[config.mk]
export PLATFORM = sky130hd
export DESIGN_NAME = hiscore_uploader
export DESIGN_NICKNAME = d
export VERILOG_FILES = /design/src/rtl/hiscore_uploader_pkg.sv /design/src/rtl/hiscore_uploader.sv
export SDC_FILE = /design/constraint.sdc
export NUM_CORES = 1
export LEC_CHECK = 0
export BUFFER_PORTS_ARGS = -buffer_cell sky130_fd_sc_hd__buf_2
export CORE_MARGIN = 4
export CORE_UTILIZATION = 48
export DETAILED_ROUTE_END_ITERATION = 6
export PLACE_DENSITY_LB_ADDON = 0.05
export SYNTH_ARGS = -nofsm -noshare
export SYNTH_HDL_FRONTEND = slang
export SYNTH_SLANG_ARGS = --single-unit
[constraint.sdc]
create_clock -name clk_sys -period 2 [get_ports clk_sys]
set_input_delay 0.4 -clock clk_sys [delete_from_list [all_inputs] [get_ports clk_sys]]
set_output_delay 0.4 -clock clk_sys [all_outputs]
set_load 0.1 [all_outputs]
[src/rtl/hiscore_uploader_pkg.sv]
// Shared types and constants for the high-score upload engine.
package hiscore_uploader_pkg;

    typedef enum logic [2:0] {
        ST_IDLE,
        ST_SYNC,
        ST_READY,
        ST_ISSUE,
        ST_CAPTURE
    } state_e;

    localparam int          OFS_W     = 25;
    localparam logic [7:0]  FILL_BYTE = 8'hFF;

endpackage

[src/rtl/hiscore_uploader.sv]
// Serves HPS upload reads of a game-RAM window, pausing the CPU and
// aligning the first access to vertical blank.
module hiscore_uploader
    import hiscore_uploader_pkg::*;
#(
    parameter logic [10:0] BASE  = 11'h000,
    parameter logic [11:0] LEN   = 12'd64,
    parameter logic [7:0]  INDEX = 8'd4
) (
    input  logic              clk_sys,
    input  logic              reset_n,
    input  logic              ioctl_upload,
    input  logic [7:0]        ioctl_index,
    input  logic              ioctl_rd,
    input  logic [OFS_W-1:0]  ioctl_addr,
    output logic [7:0]        ioctl_din,
    output logic              ioctl_wait,
    input  logic              vblank,
    output logic              cpu_pause,
    output logic [10:0]       ram_addr,
    output logic              ram_rd,
    input  logic [7:0]        ram_data,
    output logic              done
);

    state_e             state_q, state_d;
    logic               upload_q;
    logic               pending_q, pending_d;
    logic [OFS_W-1:0]   offset_q, offset_d;
    logic [7:0]         din_q, din_d;
    logic               wait_q, wait_d;

    logic               start_up;
    logic               in_range;
    logic               is_last;

    assign start_up = ioctl_upload && !upload_q && (ioctl_index == INDEX);
    // Upper offset bits only matter for the range test, never for the RAM address.
    assign in_range = offset_q < OFS_W'(LEN);
    assign is_last  = offset_q == (OFS_W'(LEN) - OFS_W'(1));

    // NOTE: every _d gets a default before the case so no path infers a latch.
    always_comb begin
        state_d   = state_q;
        pending_d = pending_q;
        offset_d  = offset_q;
        din_d     = din_q;
        wait_d    = wait_q;

        case (state_q)
            ST_IDLE: begin
                pending_d = 1'b0;
                wait_d    = 1'b0;
                if (start_up) state_d = ST_SYNC;
            end
            ST_SYNC:    if (vblank) state_d = ST_READY;
            ST_READY:   if (pending_q) state_d = ST_ISSUE;
            ST_ISSUE:   state_d = ST_CAPTURE;
            ST_CAPTURE: begin
                din_d     = in_range ? ram_data : FILL_BYTE;
                wait_d    = 1'b0;
                pending_d = 1'b0;
                state_d   = ST_READY;
            end
            default:    state_d = ST_IDLE;
        endcase

        // A strobe while a request is pending or in flight is dropped untouched.
        if (state_q != ST_IDLE && ioctl_rd && !pending_q) begin
            pending_d = 1'b1;
            offset_d  = ioctl_addr;
            wait_d    = 1'b1;
        end

        if (state_q != ST_IDLE && !ioctl_upload) begin
            state_d   = ST_IDLE;
            pending_d = 1'b0;
            wait_d    = 1'b0;
            din_d     = din_q;
        end
    end

    // NOTE: state registers use non-blocking assignments so all flops update together.
    always_ff @(posedge clk_sys or negedge reset_n) begin
        if (!reset_n) begin
            state_q   <= ST_IDLE;
            upload_q  <= 1'b0;
            pending_q <= 1'b0;
            offset_q  <= '0;
            din_q     <= 8'h00;
            wait_q    <= 1'b0;
        end else begin
            state_q   <= state_d;
            upload_q  <= ioctl_upload;
            pending_q <= pending_d;
            offset_q  <= offset_d;
            din_q     <= din_d;
            wait_q    <= wait_d;
        end
    end

    assign cpu_pause  = state_q != ST_IDLE;
    assign ram_rd     = (state_q == ST_ISSUE) && in_range && ioctl_upload;
    assign ram_addr   = ram_rd ? (BASE + offset_q[10:0]) : 11'h000;
    assign done       = (state_q == ST_CAPTURE) && ioctl_upload && is_last;
    assign ioctl_din  = din_q;
    assign ioctl_wait = wait_q;

endmodule

==> results.json <==
{
  "status": "complete, but fails checks",
  "violations": "setup timing",
  "grt_pass1_wl_um": 6651,
  "synth_cell_types": 34,
  "endpoint_kind": "primary output",
  "dominantRegCellSynth": "dfrtp_1",
  "drive_gt1_frac": 0.5721,
  "syn_area_um2": 1838,
  "die_w_um": 69.88,
  "wl_um": 3962,
  "postSynth.asyncResetShare": 1.000,
  "synth_edf_count": 0,
  "cts_tree": "yes",
  "viasPerCell": 5.051,
  "fillers": 264,
  "clock_skew_ps": 5.510,
  "synthAdderAreaFrac": 0,
  "cp_max_fo": 6,
  "clockBufferDepth": 2,
  "required_ps": 1600,
  "rsz0062_at_grt": "true",
  "min_path_type": "input port to async pin",
  "ys_ff_latch": 38,
  "max_freq_ghz": 0.4268,
  "ir_worst_vdd_mv": 0.3791,
  "critPathKind": "register to primary output",
  "synth_compound_area_frac": 0.04697,
  "synth_top_family_by_area": "multiplexers",
  "ios": 69,
  "die_height_um": 69.88,
  "first_global_vias": 1432,
  "path_clk_slew_ps": 70,
  "max_slew_margin": 0.4459,
  "io_buffers": 63,
  "syn_avg_cell_area_um2": 12.59,
  "start_kind": "register",
  "hold_buffers": 0,
  "fin_crit_sh": 1.171,
  "cap_violations": 0,
  "cp-endpoint": "ram_addr[2]",
  "htreeDepth": 2,
  "ys_seq_area_frac": 0.5174,
  "ys_warn_count": 0,
  "antennaDiodeCount": 0,
  "area_delta_synth_final_pct": 42.61,
  "numCtsBuffers": 5,
  "initial_core_util": 0.4983,
  "crit_start": "offset_q[9]$_DFFE_PN0P_",
  "drtAntennaViolNets": 0,
  "cts.sinks": 38,
  "vias": 1399,
  "yosys.area_share.simple": 0.1709,
  "r2r_cells": 5,
  "antenna_found_initial": 0,
  "overflow": 0,
  "tightest_slew_ps": 831.2,
  "worstPathArrival_ps": 1940,
  "drt_iter0_drc": 86,
  "fp-row-count": 22,
  "powerDensity_nw_per_um2": 615.6,
  "reg2reg_slack_ps": 250,
  "leakage_nw": 1.328,
  "finalSetupViolCount": 8,
  "drc_errors": 0,
  "layout.nets": 274,
  "post-place-ws_ps": -114.8,
  "synth-xor-area-share": 0,
  "fin_ws_ps": -343.0,
  "synth_mux_area_frac": 0.1940,
  "wl_per_cell_um": 14.30,
  "dp_hpwl_um": 2995,
  "core_area_um2": 3689,
  "grt_max_degree": 39,
  "dieArea_um2": 4883,
  "finalHoldViolCount": 0,
  "postSynthCellCount": 146,
  "clk_latency_ps": 280,
  "finish.utilization": 0.7107,
  "drtPass1Iterations": 4,
  "r2r-start": "state_q[2]$_DFFE_PN0P_",
  "place_congestion": 0.7736,
  "maxSlewViolCount": 0,
  "period_needed_ps": 2343,
  "grtUsageTotal": 0.1687,
  "r2r-end": "offset_q[11]$_DFFE_PN0P_",
  "ctsRootBufferMaster": "clkbuf_8",
  "finalPower_mw": 1.614
}
## final cells by class
| type | instances | area [µm²] | share of cell area |
|---|---|---|---|
| Clock buffer | 7 | 86.33 | 0.03294 |
| Tap cell | 48 | 60.06 | 0.02291 |
| Inverter | 6 | 22.52 | 0.008592 |
| Timing Repair Buffer | 83 | 618.1 | 0.2358 |
| Sequential cell | 38 | 950.9 | 0.3628 |
| Multi-Input combinational cell | 94 | 878.3 | 0.3351 |
| Clock inverter | 1 | 5.005 | 0.001909 |
## what timing repair did
| action | CTS | global route |
|---|---|---|
| setup buffers | 2 | 0 |
| endpoints found under the setup margin | 8 | 8 |
| endpoints found under the hold margin | 0 | 0 |
| cloned | 0 | 0 |
| pin swaps | 3 | 0 |
| resized for setup | 2 | 1 |
## per-stage QoR
step	hold WS (ps)	setup TNS, ps	instances	area [µm²]
floorplan	104.4	-2998	150	1949
global placement	492.0	-524.0	267	2491
detailed placement	496.0	-815.6	267	2491
CTS	250.4	-2688	277	2618
global route	288.4	-3076	277	2621
finish	202.5	-2625	277	2621
## placed cells by master (no fill, tap or decap), drive strengths merged, types with 2 or more instances in the layout
cell / instances
conb: 5
clkbuf: 7
inv: 6
mux2: 25
a21oi: 2
dfrtp: 38
nor4: 5
and3b: 3
o21ai: 3
buf: 83
nor2: 19
a31oi: 8
nor3: 7
nand4: 2
## cell usage after synthesis, types with 3 or more instances
library cell  count  area, µm²
o21ai_0           3      15.01
mux2_2            5      56.30
nor3_1            7      35.03
clkbuf_1          3      11.26
and3b_1           3      26.28
nor2_1           19      71.32
inv_1             6      22.52
dfrtp_1          38      950.9
a31oi_1           8      50.05
mux2_4           20      300.3
buf_4             5      37.54
nor4_1            4      25.02
## cell families after synthesis
family	count (synthesis)
flops	38
simple gates	50
buf+inv	18
other cells	1
compound gates	14
mux	25
## registers in the layout (all words and copies together) (netlist names)
| signal | cells |
|---|---|
| state_q | 3 |
| ioctl_wait | 1 |
| upload_q | 1 |
| ioctl_din | 8 |
| offset_q | 25 |
## critical path, cell delays in order (launching register included)
cell and delay [ps]:
dfrtp_1 380, or4_4 530, nand4bb_4 230, buf_8 170, nor3_4 150, buf_12 200
## worst min path at each step
stage                                  start                       end  slack, ps  depth (start not counted)
floorplan                            reset_n  ioctl_din[0]$_DFFE_PN0P_        100                          0
CTS                                  reset_n  ioctl_din[3]$_DFFE_PN0P_        250                          1
detailed placement   offset_q[4]$_DFFE_PN0P_   offset_q[4]$_DFFE_PN0P_        500                          1
global placement    offset_q[21]$_DFFE_PN0P_  offset_q[21]$_DFFE_PN0P_        490                          1
global route                         reset_n  ioctl_din[3]$_DFFE_PN0P_        290                          1
finish                               reset_n  ioctl_din[3]$_DFFE_PN0P_        200                          1
## per-layer routing
layer,global-route usage,routed length [µm],vias to the layer above
met4,0.04894,31,0
met2,0.2697,1938,54
met5,0,0,-
li1,-,-,679
met1,0.2262,1712,662
met3,0.04460,278,4
## where the power goes
group          leakage (nW)  total [mW]  internal, mW  switching [mW]
clock                0.0482       0.535         0.278           0.256
combinational         0.753       0.283         0.126           0.157
sequential            0.527       0.796         0.785          0.0115
total                  1.33        1.61          1.19           0.425
Power figures use the tool's default switching activity.
